$ cat src/rtl/mem_port_arbiter.sv
// mem_port_arbiter: shares one memory request/response port between an
// instruction-fetch requester and a data load/store requester. One
// transaction is in flight at a time. Requests are sampled in IDLE, so the
// memory request appears one cycle after the requester first asks.
// Build option: define ARB_RR_EN for round-robin arbitration on conflict;
// left undefined, data has fixed priority over instruction fetch.
module mem_port_arbiter (
   input  logic        clk,
   input  logic        rst,
   // instruction fetch requester
   input  logic        i_req_valid,
   input  logic [31:0] i_addr,
   output logic        i_req_ack,
   output logic [31:0] i_rdata,
   output logic        i_rdata_valid,
   input  logic        i_rdata_ack,
   // data load/store requester
   input  logic        d_read,
   input  logic        d_write,
   input  logic [31:0] d_addr,
   input  logic [31:0] d_wdata,
   input  logic [3:0]  d_wstrb,
   output logic        d_req_ack,
   output logic [31:0] d_rdata,
   output logic        d_rdata_valid,
   input  logic        d_rdata_ack,
   // shared memory port
   output logic        m_read,
   output logic        m_write,
   output logic [31:0] m_addr,
   output logic [31:0] m_wdata,
   output logic [3:0]  m_wstrb,
   input  logic        m_req_ack,
   input  logic [31:0] m_rdata,
   input  logic        m_rdata_valid,
   output logic        m_rdata_ack,
   // statistics
   output logic [31:0] conflict_cnt
);

   typedef enum logic [2:0] {
      IDLE,
      I_REQ,
      I_RSP,
      D_REQ,
      D_RSP
   } state_t;

   state_t state;
   state_t state_nxt;
   logic   d_pend;
   logic   d_sel;
   logic   conflict;

   // request decode shared by arbitration and the conflict counter
   always_comb begin
      d_pend   = d_read | d_write;
      conflict = ~rst & (state == IDLE) & i_req_valid & d_pend;
   end

`ifdef ARB_RR_EN
   // last_grant: 0 = instruction granted last, 1 = data granted last
   logic last_grant;

   // on conflict the side that was not granted last wins
   always_comb begin
      d_sel = d_pend & (~i_req_valid | ~last_grant);
   end

   // remember which side was granted when leaving IDLE
   always_ff @(posedge clk) begin
      if (rst) begin
         last_grant <= 1'b0;
      end else if (state == IDLE) begin
         if (state_nxt == D_REQ) begin
            last_grant <= 1'b1;
         end else if (state_nxt == I_REQ) begin
            last_grant <= 1'b0;
         end
      end
   end
`else
   // fixed priority: any pending data request wins
   always_comb begin
      d_sel = d_pend;
   end
`endif

   // state register
   always_ff @(posedge clk) begin
      if (rst) begin
         state <= IDLE;
      end else begin
         state <= state_nxt;
      end
   end

   // count IDLE cycles where both requesters are pending; wraps naturally
   always_ff @(posedge clk) begin
      if (rst) begin
         conflict_cnt <= '0;
      end else if (conflict) begin
         conflict_cnt <= conflict_cnt + 32'd1;
      end
   end

   // next-state and port steering; outputs held at zero while rst is high
   // so an abandoned transaction never leaks an ack or response
   always_comb begin
      state_nxt     = state;
      i_req_ack     = 1'b0;
      i_rdata       = '0;
      i_rdata_valid = 1'b0;
      d_req_ack     = 1'b0;
      d_rdata       = '0;
      d_rdata_valid = 1'b0;
      m_read        = 1'b0;
      m_write       = 1'b0;
      m_addr        = '0;
      m_wdata       = '0;
      m_wstrb       = '0;
      m_rdata_ack   = 1'b0;

      if (rst) begin
         state_nxt = IDLE;
      end else begin
         case (state)
            IDLE: begin
               if (d_sel) begin
                  state_nxt = D_REQ;
               end else if (i_req_valid) begin
                  state_nxt = I_REQ;
               end
            end
            I_REQ: begin
               if (i_req_valid) begin
                  m_read    = 1'b1;
                  m_addr    = i_addr;
                  i_req_ack = m_req_ack;
                  if (m_req_ack) begin
                     state_nxt = I_RSP;
                  end
               end else begin
                  state_nxt = IDLE;
               end
            end
            I_RSP: begin
               i_rdata       = m_rdata;
               i_rdata_valid = m_rdata_valid;
               m_rdata_ack   = i_rdata_ack;
               if (m_rdata_valid && i_rdata_ack) begin
                  state_nxt = IDLE;
               end
            end
            D_REQ: begin
               if (d_pend) begin
                  m_addr    = d_addr;
                  m_wdata   = d_wdata;
                  m_wstrb   = d_wstrb;
                  m_write   = d_write;
                  m_read    = d_read & ~d_write;
                  d_req_ack = m_req_ack;
                  if (m_req_ack) begin
                     // stores complete on acceptance; loads wait for data
                     state_nxt = d_write ? IDLE : D_RSP;
                  end
               end else begin
                  state_nxt = IDLE;
               end
            end
            D_RSP: begin
               d_rdata       = m_rdata;
               d_rdata_valid = m_rdata_valid;
               m_rdata_ack   = d_rdata_ack;
               if (m_rdata_valid && d_rdata_ack) begin
                  state_nxt = IDLE;
               end
            end
            default: begin
               state_nxt = IDLE;
            end
         endcase
      end
   end

endmodule

$ cat config.mk
export PLATFORM = sky130hd
export DESIGN_NAME = mem_port_arbiter
export DESIGN_NICKNAME = d
export VERILOG_FILES = /design/src/rtl/mem_port_arbiter.sv
export SDC_FILE = /design/constraint.sdc
export NUM_CORES = 1
export LEC_CHECK = 0
export CORE_AREA = 2 2 120 122
export DETAILED_ROUTE_END_ITERATION = 6
export DIE_AREA = 0 0 122 124
export SYNTH_ARGS = -nofsm -noshare
export SYNTH_HDL_FRONTEND = slang
export SYNTH_SLANG_ARGS = --single-unit
$ cat constraint.sdc
create_clock -name clk -period 4.5 [get_ports clk]
set_input_delay 0.45 -clock clk [delete_from_list [all_inputs] [get_ports clk]]
set_output_delay 0.45 -clock clk [all_outputs]
set_load 0.1 [all_outputs]
## Word-level counts from Yosys, hierarchy flattened

Cells that the tools add are included.

- Add/subtract/negate cells: 1
- Equality and inequality tests: 9
- Multiplexer cells: 43
- Bitwise gates (word level): 7
- Reductions and logical operators: 4

Operators with widths:

| cell | number |
|---|---|
| 32-bit 2-to-1 mux | 10 |
| 32-bit case mux with 2 select lines | 1 |
| 32-bit by 1-bit adder with 32-bit output (second input constant) | 1 |
| 3-bit 2-to-1 mux | 9 |
| 1-bit 2-to-1 mux | 17 |
| 3-bit case mux with 5 select lines | 1 |
| 4-bit 2-to-1 mux | 3 |
| 3-bit != test (second input constant) | 3 |
| 3-bit by 2-bit equality test with 1-bit output (second input constant) | 2 |
| 5-bit AND reduction | 1 |
| 1-bit AND | 4 |
| 2-bit != test (second input constant) | 2 |
| 1-bit case mux with 2 select lines | 2 |
| 3-bit by 1-bit equality test with 1-bit output (second input constant) | 1 |
| 3-bit equality test (second input constant) | 1 |
| 3-bit zero test | 1 |
| 1-bit logical AND | 2 |
| 1-bit inverter | 2 |
| 1-bit bitwise OR | 1 |

- Flip-flop bits (word level): 35
- Logic and storage cells: 66

## Longest topological paths before layout

Gate-level depths: netlist of the first run.

- Depth in word-level cells: 5
- Gate-level depth with buffers: 8
- Gate-level depth less buffers: 5

## Least setup slack after synthesis of the first run

OpenSTA, ideal clock, no wires.

- Kind: input port to output port
- Start point: input rst
- End point: output d_req_ack
- Data arrival time: 3.749 ns
- Required time: 4.050 ns
- Setup slack: 0.301 ns
- Stages: 3
- Path buffers: 2
- Cells stage by stage: clkbuf_1 -> clkbuf_1 -> nor4_1

- Word-level cells in the longest chain between the ends: 1

RTL lines:

| element | RTL line | text |
|---|---|---|
| start: declaration | 9 | `input logic rst,` |
| 1-bit 2-to-1 mux | 124 | `if (rst) begin` |
| end: declaration | 23 | `output logic d_req_ack,` |

Every way passes these cells.

## Worst setup path in the final report of the first run

- Start point: register state[1]
- End point: output i_rdata[30]

- Word-level cells in the longest chain between the ends: 3

RTL lines:

| element | RTL line | text |
|---|---|---|
| start: declaration | 49 | `state_t state;` |
| start signal: assignment | 94 | `state <= state_nxt;` |
| 3-bit by 2-bit equality test with 1-bit output | 127 | `case (state)` |
| 32-bit 2-to-1 mux | 127 |  |
| 32-bit 2-to-1 mux | 124 |  |
| end: declaration | 14 | `output logic [31:0] i_rdata,` |

Every way passes these cells.

==> results.py, run 1 <==
metrics = {
    "status": {
        "outcome": "finished clean",
    },
    "finish": {
        "utilization_pct": 45.3,
        "drive_gt1_share_pct": 13.9,
        "fillCellCount": 1400,
        "seqCellArea_um2": 701,
        "syn2layout_area_growth_pct": 105,
        "multi_input_area_um2": 2150,
        "num-nets-final": 882,
        "diodes": 0,
    },
    "routing": {
        "wl_um": 14700,
        "vias": 4318,
        "drc": 0,
        "drt_iter0_drc": 286,
        "dr.pass1.iters": 5,
        "detail-route-antenna-nets": 0,
        "wire_per_inst_um": 16.0,
        "avgViaCountPerCell": 4.69,
    },
    "grt": {
        "grt_usage_pct": 17.1,
        "met3_usage_pct": 3.66,
        "overflow": 0,
        "first_global_vias": 3997,
        "grtUsageMet2_pct": 29.5,
        "busiest_layer": "met2",
        "grt_antenna_before_repair": 0,
        "grt_pass1_wl_um": 20900,
        "use_met1_pct": 22.5,
        "grt_max_degree": 57,
    },
    "synthesis": {
        "synth_top_area_share_pct": 23.1,
        "ys_seq_elements": 35,
        "synth_async_sr_flop_share_pct": 0,
        "synth-warning-count": 0,
        "syn_avg_cell_area_um2": 6.64,
        "synth_seq_area_share_pct": 23.1,
        "synth_top_area_cell": "dfxtp_1",
        "synth_edf_count": 0,
        "synthFlopType": "dfxtp_1",
        "synthCells": 457,
        "synth_area_um2": 3040,
        "synthesis.nets": 599,
        "yosys-top-cells-area": "dfxtp_1, nor2_1, a22oi_1, and2_1, nand2b_1",
        "yosysUniqueCellTypes": 35,
    },
    "placement": {
        "gp_congestion": 0.760,
        "portBuffers": 311,
        "dp_hpwl_um": 11500,
    },
    "power_and_ir_drop": {
        "power_leakage_nw": 2.25,
        "power.switching_w": 0.000862,
        "power_density_nw_per_um2": 274,
        "p_clk_share_pct": 19.8,
        "vdd.ir_drop.worst_v": 0.000155,
        "p_int_w": 0.000840,
        "comb_power_share_pct": 59.8,
        "sw_frac_of_total_pct": 50.6,
        "seqPwrFrac_pct": 20.4,
    },
    "floorplan": {
        "start_util_pct": 22.1,
        "die_h_um": 124,
        "coreArea_um2": 13700,
        "die_w_um": 122,
        "design.die.area_um2": 15100,
        "ioPinCount": 312,
        "rows": 43,
    },
    "clock_tree": {
        "clockBufferDepth": 2,
        "cts_setup_buffers": 0,
        "htreeDepth": 2,
        "cts.repair.resized": 0,
        "cts_buffers": 5,
        "path_clk_slew_ns": 0.05,
        "postCtsHoldBufs": 0,
        "cts_sinks": 35,
        "cts_tree": "built",
        "worstSkewPairLatency_ns": 0.27,
        "clockRootBuffer": "clkbuf_16",
    },
    "critical_path": {
        "cp_slowest_stage_delay_ns": 1.15,
        "slowest_stage": "clkdlybuf4s50_1",
        "cp.required_ns": 4.05,
        "end_kind": "output pin",
        "start_kind": "flip-flop",
        "crit_fanout": 36,
        "crit_chain": "or3b_2, nor2_1, clkdlybuf4s50_1",
        "critPathKind": "reg2out",
        "arrival_ns": 2.99,
    },
    "timing": {
        "fmax_mhz": 291,
        "rsz0062_at_grt": "no",
        "finalCritPeriodShare_pct": 76.5,
        "setup_viol_count_final": 0,
        "hold_viol": 0,
        "setup_tns_ns": 0,
        "timing.final.crit_period_ns": 3.44,
        "maxSlewHeadroom_pct": 30.3,
        "tightestPinTransition_ns": 1.02,
        "finalMaxSlewViolations": 0,
        "fin_skew_ns": 0.00351,
    },
    "min_path": {
        "min_path_type": "reg2reg",
    },
    "run": {
        "cap_violations": 0,
    },
}
-- synthesized netlist by cell type (3+ instances only) --
library cell    n
mux2_2          8
a22oi_1        33
inv_1          10
nand2b_1       36
or4_1          11
nor3_1          6
or3_1           9
nand4_1         5
o31ai_1         9
o21ai_0        12
clkbuf_1       36
xnor2_1         5
and4_1          5
nor2b_1         8
a21oi_1        22
nand3_1         9
dfxtp_1        35
nand2_1        15
nand3b_1        3
and2_1         36
buf_6           3
nor2_1        116
or3b_2          3
nor4_1          9
-- worst paths after layout --
kind                                       from                       endpoint  slack, ns  cells past startpoint
hold / removal    conflict_cnt[22]$_SDFFE_PP0P_  conflict_cnt[22]$_SDFFE_PP0P_       0.51                      2
hold reg to reg   conflict_cnt[22]$_SDFFE_PP0P_  conflict_cnt[22]$_SDFFE_PP0P_       0.51                      2
setup / recovery          state[1]$_SDFFE_PP0P_                    i_rdata[30]       1.06                      3
setup reg to reg          state[1]$_SDFFE_PP0P_  conflict_cnt[31]$_SDFFE_PP0P_       1.77                      4
-- area by class of cell --
cell class | count | area share [%]
clock buffers | 6 | 2.24
clock inverters | 1 | 0.0805
inverters | 10 | 0.604
multi-input cells | 373 | 34.6
flip-flops and latches | 35 | 11.3
well taps | 180 | 3.62
repair buffers | 315 | 47.6
-- metal layers --
layer	up-vias	wire length, um
met1	1993	6320
met2	174	7290
met3	11	992
met5	-	0
li1	2140	-
met4	0	118
-- metrics by stage --
stage	hold slack, ns	cell area, um^2	std cells	setup WS, ns	power, W
after floorplan	0.506	3040	457	0.301	0.00109
after global placement	0.478	6070	913	1.43	0.00136
after detailed placement	0.505	6070	913	1.35	0.00137
after CTS	0.514	6210	920	1.08	0.00171
after global routing	0.544	6210	920	0.966	0.00177
final	0.511	6210	920	1.06	0.00170
-- cell usage in the layout, fill, tap and decap left out, types with 2 or more instances in the layout --
master / netlist / final
and4_1: 5 / 5
a22oi_1: 33 / 33
nor2_1: 116 / 115
or4b_2: 2 / 2
mux2i_1: 2 / 2
nand3_1: 9 / 9
nor3_1: 6 / 5
or3_1: 9 / 9
clkdlybuf4s50_1: 0 / 237
a21oi_1: 22 / 22
dfxtp_1: 35 / 35
nand3b_1: 3 / 3
nor2b_1: 8 / 8
nand2_1: 15 / 15
buf_4: 0 / 77
xnor2_1: 5 / 5
or4_1: 11 / 11
inv_1: 10 / 10
and2_1: 36 / 36
nor4_1: 9 / 9
o31ai_1: 9 / 9
mux2_2: 8 / 8
clkbuf_16: 0 / 5
o21ai_0: 12 / 12
nand2b_1: 36 / 36
nand4_1: 5 / 5
or3b_2: 3 / 3
-- logic make-up (layout without fill, tap and decap cells) --
group                      count (synthesis)  count (layout)  share of synthesized area [%]
DFF                                       35              35                           23.1
adders and majority gates                  1               1                          0.412
muxes                                     10              10                           3.63
buffers and inverters                     49             332                           6.80
and+or+nand+nor                          277             277                           47.7
xor gates and xnor gates                   5               5                           1.44
AOI/OAI and AO/OA                         80              80                           17.0
-- power groups by stage --
stage / combinational, W / clock [W] / sequential, W
3_3_place_gp: 0.00101 / 0 / 0.000351
4_1_cts: 0.00102 / 0.000344 / 0.000346
5_1_grt: 0.00106 / 0.000361 / 0.000349
6_report: 0.00102 / 0.000338 / 0.000347
3_5_place_dp: 0.00102 / 0 / 0.000353
2_1_floorplan: 0.000712 / 0 / 0.000374
-- sequential cells by signal (all words and copies together), names as in the netlist --
signal	cells
state	3
conflict_cnt	32
-- worst max-delay path, delay by kind of cell, from the launching register on --
| family | cells | cell delay, ns |
|---|---|---|
| buffers and inverters | 1 | 1.15 |
| and+or+nand+nor | 2 | 1.02 |
| DFF | 1 | 0.52 |
Note: power is estimated with default switching activity, not from simulation.
==> run 2: changes to the inputs <==
- CORE_AREA: 2 2 120 122 -> 2 2 119 121
- DIE_AREA: 0 0 122 124 -> 0 0 121 123
- PLACE_DENSITY: not set -> 0.67
- clock period: 4.5 -> 3.15 ns (I/O delays scaled with it)
==> results.py, run 2 (synthesis gave the netlist of run 1 again) <==
metrics = {
    "status": {
        "outcome": "finished clean",
    },
    "routing": {
        "avgViaCountPerCell": 4.72,
        "detail-route-antenna-nets": 0,
        "dr.pass1.iters": 4,
        "wl_um": 15600,
        "drt_iter0_drc": 197,
        "wire_per_inst_um": 16.9,
        "vias": 4359,
        "drc": 0,
    },
    "critical_path": {
        "crit_chain": "nand3b_1, nor2_4, a22oi_1, nor2_1, buf_12",
        "end_kind": "output pin",
        "critPathKind": "reg2out",
        "start_kind": "flip-flop",
        "slowest_stage": "nor2_4",
        "crit_family": "simple AND/OR/NAND/NOR gates",
        "cp_num_cells": 5,
        "reg2reg_depth": 4,
        "cp_slowest_stage_delay_ns": 0.67,
        "cp.required_ns": 2.83,
        "crit_buf_inv": 1,
        "crit_fanout": 32,
        "arrival_ns": 2.50,
    },
    "finish": {
        "top_regs": "conflict_cnt: 32 flops, state: 3 flops",
        "drive_gt1_share_pct": 24.8,
        "fillCellCount": 1246,
        "multi_input_area_um2": 2170,
        "syn2layout_area_growth_pct": 129,
        "utilization_pct": 51.1,
        "regMostFlops": "conflict_cnt",
        "final_common_cell": "clkdlybuf4s50_1",
        "num-nets-final": 883,
        "largest_reg_flops": 32,
        "fin_cells": 924,
        "seqCellArea_um2": 701,
        "mostFrequentLayoutCells": "clkdlybuf4s50_1, nor2_1, buf_4",
    },
    "timing": {
        "finalMaxSlewViolations": 0,
        "rsz0062_at_grt": "no",
        "setup_tns_ns": 0,
        "setup_viol_count_final": 0,
        "fmax_mhz": 356,
        "hold_viol": 0,
        "timing.final.crit_period_ns": 2.81,
        "worst_slack_ns": 0.339,
        "maxSlewHeadroom_pct": 33.4,
        "fin_skew_ns": 0.00678,
        "tightestPinTransition_ns": 0.996,
        "finalCritPeriodShare_pct": 89.2,
    },
    "placement": {
        "gp_congestion": 0.794,
        "dp_slack_ns": 0.135,
        "portBuffers": 311,
        "dp_hpwl_um": 12800,
        "dp.cells": 914,
    },
    "floorplan": {
        "die_w_um": 121,
        "die_h_um": 123,
        "coreArea_um2": 13600,
        "ioPinCount": 312,
        "rows": 43,
        "start_util_pct": 22.3,
        "design.die.area_um2": 14900,
    },
    "clock_tree": {
        "postCtsHoldBufs": 0,
        "clockRootBuffer": "clkbuf_16",
        "cts_sinks": 35,
        "path_clk_slew_ns": 0.05,
        "worstSkewPairLatency_ns": 0.28,
        "cts_tree": "built",
        "cts_buffers": 5,
        "clockBufferDepth": 2,
        "htreeDepth": 2,
    },
    "grt": {
        "met3_usage_pct": 2.86,
        "busiest_layer": "met2",
        "grt_max_degree": 44,
        "overflow": 0,
        "grt_usage_pct": 19.4,
        "grt_pass1_wl_um": 23100,
        "grt_antenna_before_repair": 1,
        "use_met1_pct": 25.0,
        "first_global_vias": 4255,
        "grtUsageMet2_pct": 33.9,
    },
    "run": {
        "cap_violations": 0,
    },
    "power_and_ir_drop": {
        "vdd.ir_drop.worst_v": 0.000205,
        "power_density_nw_per_um2": 369,
        "power_leakage_nw": 2.61,
    },
    "min_path": {
        "worstHoldPathCells": 2,
        "min_path_type": "reg2reg",
    },
}
-- run 2: cell types whose count changed in the layout (fill, tap and decap cells not counted), moves of 2 or more --
cell             previous run  this run
buf_12                      0        72
diode_2                     0         2
clkdlybuf4s50_1           237       160
buf_4                      77        83
-- run 2: metal layers --
layer,vias up,wire (um)
met5,-,0
met4,0,299
met2,204,7880
met3,17,930
met1,1989,6510
li1,2149,-
-- run 2: final cells by class --
| cell class | count | share of cell area [%] |
|---|---|---|
| timing repair buffer | 316 | 52.7 |
| multi-input combinational | 373 | 31.1 |
| sequential | 35 | 10.1 |
| tap | 180 | 3.24 |
| clock buffer | 6 | 1.99 |
| inverter | 10 | 0.539 |
| clock inverter | 2 | 0.234 |
| antenna | 2 | 0.0719 |
-- run 2: final timing paths --
kind | startpoint | end | slack, ns
min reg2reg | conflict_cnt[7]$_SDFFE_PP0P_ | conflict_cnt[7]$_SDFFE_PP0P_ | 0.52
max | state[1]$_SDFFE_PP0P_ | m_addr[10] | 0.34
max reg2reg | state[1]$_SDFFE_PP0P_ | conflict_cnt[25]$_SDFFE_PP0P_ | 0.47
min | conflict_cnt[7]$_SDFFE_PP0P_ | conflict_cnt[7]$_SDFFE_PP0P_ | 0.52
-- run 2: repair_timing --
action | in CTS | in global routing
resized for setup | 1 | 0
setup endpoints to repair | 29 | 0
setup buffers | 0 | 0
-- run 2: report_power, final --
group | total, W | internal (W) | switching [W] | leakage (nW)
logic | 0.00157 | 0.000518 | 0.00106 | 2.25
registers | 0.000497 | 0.000461 | 0.0000358 | 0.283
clock network | 0.000501 | 0.000315 | 0.000185 | 0.0731
-- run 2: worst reg2reg max path, stage by stage (launching register included) --
cell,delay (ns)
dfxtp_1,0.42
or3_4,0.49
or4_1,0.87
nor4_1,0.43
mux2_2,0.38
-- run 2: per-stage QoR --
| step | hold slack (ns) | area (um^2) | power, W |
|---|---|---|---|
| detailed placement | 0.506 | 6800 | 0.00208 |
| global placement | 0.483 | 6800 | 0.00207 |
| floorplan | 0.506 | 3050 | 0.00155 |
| global route | 0.541 | 6960 | 0.00269 |
| finish | 0.518 | 6960 | 0.00257 |
| CTS | 0.513 | 6960 | 0.00260 |
==> RTL edit 1, RTL diff (settings of run 2) <==
Put one more register stage on the output `conflict_cnt`. The value now appears one clock later. The other outputs are not delayed to match.
--- a/src/rtl/mem_port_arbiter.sv
+++ b/src/rtl/mem_port_arbiter.sv
@@ -45,6 +45,8 @@
       D_REQ,
       D_RSP
    } state_t;
+
+   logic [31:0] conflict_cnt_s0;
 
    state_t state;
    state_t state_nxt;
@@ -98,9 +100,9 @@
    // count IDLE cycles where both requesters are pending; wraps naturally
    always_ff @(posedge clk) begin
       if (rst) begin
-         conflict_cnt <= '0;
+         conflict_cnt_s0 <= '0;
       end else if (conflict) begin
-         conflict_cnt <= conflict_cnt + 32'd1;
+         conflict_cnt_s0 <= conflict_cnt_s0 + 32'd1;
       end
    end
 
@@ -183,5 +185,9 @@
       end
    end
 
+   always_ff @(posedge clk) begin
+      conflict_cnt <= conflict_cnt_s0;
+   end
+
 endmodule
 
Formal check against the unedited RTL: not equivalent (Yosys sat finds a counterexample within 4 cycles, from zero or initial values and one cycle with rst high).
==> RTL edit 1 against run 2 <==
- power grew 52%
- worst setup slack improved by 0.17 ns
- synthesized area up 19%
- design area rose by 22%
- synthesized cell count up 6.3%
- register-to-register slack better by 0.45 ns
- global-route usage rose by 3.6 points
- sequential cell count increased by 32
- routed wire length up 13%
- critical path type is now in2out
- critical endpoint is now m_addr[0]
- largest cell class unchanged
==> RTL edit 1: results (changes against run 2) <==
* Layout cell share with drive strength beyond 1 at 0.236 (-0.0115)
* Resize count post-CTS at 0 (-1)
* Buffers added on ports at 311 (unchanged)
* CTS Buffer Depth at 2 (unchanged)
* Worst Path Arrival at 2.32 ns (-0.18 ns)
* Synth area leaders: dfxtp_1 (37%), nor2_1 (13%), a22oi_1 (6.8%)
* Synth Net Count at 628 (+4.8%)
* Clk_skew at 0.00360 ns (-0.00318 ns)
* VDD IR max at 0.256 mV (+25%)
* Largest net degree at the start of global routing at 69 (+57%)
* Synth Area in XOR/XNOR at 0.0145 (+0.0000857)
* Hold Path Class: reg2reg
* FF-to-FF End: conflict_cnt_s0[31]
* Vias/cell at 4.97 (+5.4%)
* Hold Path Origin: conflict_cnt_s0[16]
* Synth Area in Compound Gates at 0.146 (-0.0240)
* HPWL Detailed at 14.6 mm (+14%)
* Tot GR Track Use at 0.231 (+0.0361)
* RD Place Congestion at 0.807 (+1.6%)
* Sw power at 1.68 mW (+31%)
* Post-DP Area at 0.00824 sq mm (+21%)
* CTS buffer count at 9 (+4)
* DRT Wirelength at 17.7 mm (+13%)
* Distinct cell type count after synthesis at 44 (+26%)
* Minimum clock period at 2.64 ns (-0.174 ns)
* Hold Crit Endpoint: conflict_cnt[16]
* Synth Warn # at 0 (unchanged)
* Setup Slack @ Placement at 0.556 ns (+0.421 ns)
* Worst r2r src: conflict_cnt_s0[2]
* Worst setup endpoint: m_addr[0]
* Setup_tns at 0 ns (unchanged)
* Worst hold stages at 0 (-2)
* Nets at 913 (+3.4%)
* Clock root buffer: clkbuf_16
* Pre-antenna DRT Iters at 6 (+2)
* Largest registers: conflict_cnt: 32 flops, conflict_cnt_s0: 32 flops, state: 3 flops
* Sequential share of the synthesized area at 0.370 (+0.140)
* Worst Setup SP: d_write
* Mux share of post-synthesis cell area at 0.0304 (-0.00587)
* CP delay by family, top: buffers and inverters
* Pleak at 3.25 nW (+24%)
* Slowest cell on the critical path: clkdlybuf4s50_1
* Crit path max fanout at 68 (+110%)
* First-pass GRT wire length at 26.4 mm (+14%)
* DRT iter0 DRCs at 406 (+110%)
* Synth Area in Adders at 0.00346 (-0.000667)
* H-tree Lvls at 3 (+1)
* Pins over their slew limit at 0 (unchanged)
* Worst slew margin at 0.330 (-0.00355)
* Initial antenna violation count at 2 (+1)
* Number of global-route vias before repair at 4608 (+8.3%)
* FF-to-FF setup slack at 0.92 ns (+0.45 ns)
* Synth cell count leaders: nor2_1 (122), dfxtp_1 (67), nand2_1 (45)
* Antenna Cells at 0 (-2)
* R2R depth at 4 (unchanged)
* Skew-Pair Late Insertion Delay at 0.32 ns (+0.04 ns)
* Crit-path max cell delay at 0.54 ns (-0.13 ns)
* Outcome: completed
RTL edit 1: cells by family (layout without fill, tap and decap cells):
logic type	after synthesis	in the layout
and+or+nand+nor	276	276
AOI/OAI and AO/OA	74	74
DFF	67	67
buffers and inverters	52	340
muxes	10	10
xor gates and xnor gates	6	6
adders and majority gates	1	1
RTL edit 1: metrics by stage:
stage | cells | total power [mW] | hold WS (ns) | utilization
after floorplan | 486 | 2.17 | 0.329 | -
after global placement | 940 | 2.94 | 0.369 | 0.605
after detailed placement | 940 | 2.97 | 0.373 | 0.605
after CTS | 954 | 3.91 | 0.382 | 0.626
after global routing | 954 | 4.04 | 0.394 | 0.626
final | 954 | 3.90 | 0.383 | 0.626
RTL edit 1: area by class of cell:
| cell class | instances | area [sq um] |
|---|---|---|
| sequential | 67 | 1340 |
| timing repair buffer | 319 | 4570 |
| fill | 1098 | 5090 |
| clock inverter | 3 | 40.0 |
| tap | 180 | 225 |
| inverter | 7 | 26.3 |
| multi-input combinational | 367 | 2070 |
| clock buffer | 11 | 243 |
RTL edit 1: power by group through the flow:
stage	clock network, mW	registers, mW	logic [mW]
after global routing	0.987	0.918	2.13
after detailed placement	0	0.930	2.04
final	0.938	0.915	2.04
after global placement	0	0.928	2.01
after CTS	0.951	0.913	2.05
after floorplan	0	0.955	1.21
RTL edit 1: routing by layer:
| metal | global-route usage | part of all wire | vias up |
|---|---|---|---|
| met5 | 0 | 0.00073 | - |
| met4 | 0.0458 | 0.013 | 2 |
| met3 | 0.0895 | 0.10 | 16 |
| met2 | 0.358 | 0.48 | 228 |
| met1 | 0.305 | 0.40 | 2219 |
| li1 | - | - | 2279 |
==> RTL edit 2, RTL diff (settings of run 2) <==
Made on the original files. The option `ARB_RR_EN` is turned on by a define.
--- a/src/rtl/mem_port_arbiter.sv
+++ b/src/rtl/mem_port_arbiter.sv
@@ -4,6 +4,8 @@
 // memory request appears one cycle after the requester first asks.
 // Build option: define ARB_RR_EN for round-robin arbitration on conflict;
 // left undefined, data has fixed priority over instruction fetch.
+`define ARB_RR_EN
+
 module mem_port_arbiter (
    input  logic        clk,
    input  logic        rst,
Check against the original RTL: not equivalent (a bounded check fails within 4 cycles, from zero or initial values and one cycle with rst high).
==> RTL edit 2 against run 2 <==
- combinational power fell by 43%
- worst setup slack gained 0.075 ns
- critical path depth grew 1
- design area grew 6.6%
- synthesized area is 1.2% higher
- via count increased by 3.4%
- synthesized cell count is the same
- hold slack lost 0.10 ns
- routed wire length up 10%
- clock power rose by 1%
- power is 27% lower
- sequential cell count grew 1
- sequential share of layout area is 0.36 points lower
- largest power group unchanged
==> RTL edit 2: results (changes against run 2) <==
* Switch share at 0.399 (-0.0979)
* FF-to-FF setup slack at 0.97 ns (+0.50 ns)
* HPWL Detailed at 14.3 mm (+12%)
* Worst Setup SP: state[1]
* Period utilisation layout at 0.869 (-0.0237)
* Asr flop ratio synth at 0 (unchanged)
* Layout cell share with drive strength beyond 1 at 0.236 (-0.0124)
* Crit-path max cell delay at 0.59 ns (-0.08 ns)
* CTS buffer count at 5 (unchanged)
* Number of fill cells at 1211 (-2.8%)
* Sequential share of the synthesized area at 0.235 (+0.00370)
* Clk_skew at 0.00579 ns (-0.000987 ns)
* Pwr/cell area at 253 mW/mm^2 (-31%)
* Largest registers: conflict_cnt: 32 flops, state: 3 flops, last_grant: 1 flops
* Worst r2r src: state[2]
* Resize count post-CTS at 0 (-1)
* Setup Slack @ Placement at 0.0455 ns (-0.0895 ns)
* Combinational cell fraction of total power at 0.474 (-0.138)
* Synthesized netlist cell count at 457 (unchanged)
* First-pass GRT wire length at 25.0 mm (+7.9%)
* Hold Path Class: in2reg
* Number of global-route vias before repair at 4382 (+3.0%)
* FF-to-FF End: conflict_cnt[11]
* Inst Count DP at 915 (+0.11%)
* Pre-antenna DRT Iters at 5 (+1)
* Synth Net Count at 599 (unchanged)
* Initial antenna violation count at 5 (+4)
* Worst setup endpoint: m_addr[18]
* VDD IR max at 0.174 mV (-15%)
* Worst Path Arrival at 2.42 ns (-0.08 ns)
* RD Place Congestion at 0.882 (+11%)
* Post-DP Area at 0.00725 sq mm (+6.7%)
* Synth cell count leaders: nor2_1 (111), and2_1 (37), clkbuf_1 (37)
* Fin cells at 925 (+0.11%)
* Clock root buffer: clkbuf_16
* Synth Warn # at 0 (unchanged)
* Largest net degree at the start of global routing at 61 (+39%)
* Tot GR Track Use at 0.218 (+0.0239)
* Slowest cell on the critical path: nor2_2
* DRT iter0 DRCs at 356 (+81%)
* Nets at 885 (+0.23%)
* Buffers added on ports at 311 (unchanged)
* Outcome: completed
* Clock network power share at 0.270 (+0.075)
* R2R depth at 6 (+2)
* Post-DR wirelength/cell at 18.6 um (+9.9%)
* Vias at 4507 (+3.4%)
* Pleak at 2.70 nW (+3.3%)
* Worst slew margin at 0.244 (-0.0897)
* Synth area leaders: dfxtp_1 (23%), nor2_1 (14%), a22oi_1 (7.8%)
* Crit path max fanout at 18 (-44%)
* Distinct cell type count after synthesis at 42 (+20%)
* H-tree Lvls at 2 (unchanged)
## RTL edit 2: cell types whose count changed after synthesis, moves of 4 or more
cell,run 2,this run
nor2_1,116,111
o31ai_1,9,19
nor2b_1,8,1
a21oi_1,22,28
nand4_1,5,10
o21ai_0,12,4
nor4_1,9,4
xor2_1,0,4
or4_1,11,19
mux2_2,8,1
## RTL edit 2: final cells by class
class                      count  area (sq um)  area share
clock buffer                   7           153      0.0206
antenna                        2          5.00    0.000674
timing repair buffer         320          4120       0.554
sequential                    36           721      0.0971
multi-input combinational    372          2170       0.293
tap                          180           225      0.0303
inverter                       8          30.0     0.00404
## RTL edit 2: cell families (layout without fill, tap and decap cells)
kind of cell	after synthesis	in the layout	synth area share
buf+inv	49	335	0.0656
mux	3	3	0.0102
fa+ha+maj	1	1	0.00407
compound gates	92	92	0.200
xor+xnor	6	6	0.0171
other cells	0	2	0
flops	36	36	0.235
simple gates	270	270	0.468
## RTL edit 2: worst min-delay path by stage
stage               slack (ns)  cells past startpoint          endpoint        startpoint
finish                    0.42                      2   conflict_cnt[3]               rst
global route              0.43                      2   conflict_cnt[5]               rst
CTS                       0.41                      2   conflict_cnt[3]               rst
detailed placement        0.48                      1  conflict_cnt[31]  conflict_cnt[31]
global placement          0.46                      1  conflict_cnt[31]  conflict_cnt[31]
floorplan                 0.43                      1          state[0]         m_req_ack
## RTL edit 2: layer usage
metal / track usage / vias up / share of wire
met4: 0.0712 / 6 / 0.029
li1: - / 2185 / -
met3: 0.0766 / 32 / 0.089
met2: 0.388 / 204 / 0.52
met5: 0 / - / 0.0026
met1: 0.244 / 2080 / 0.36
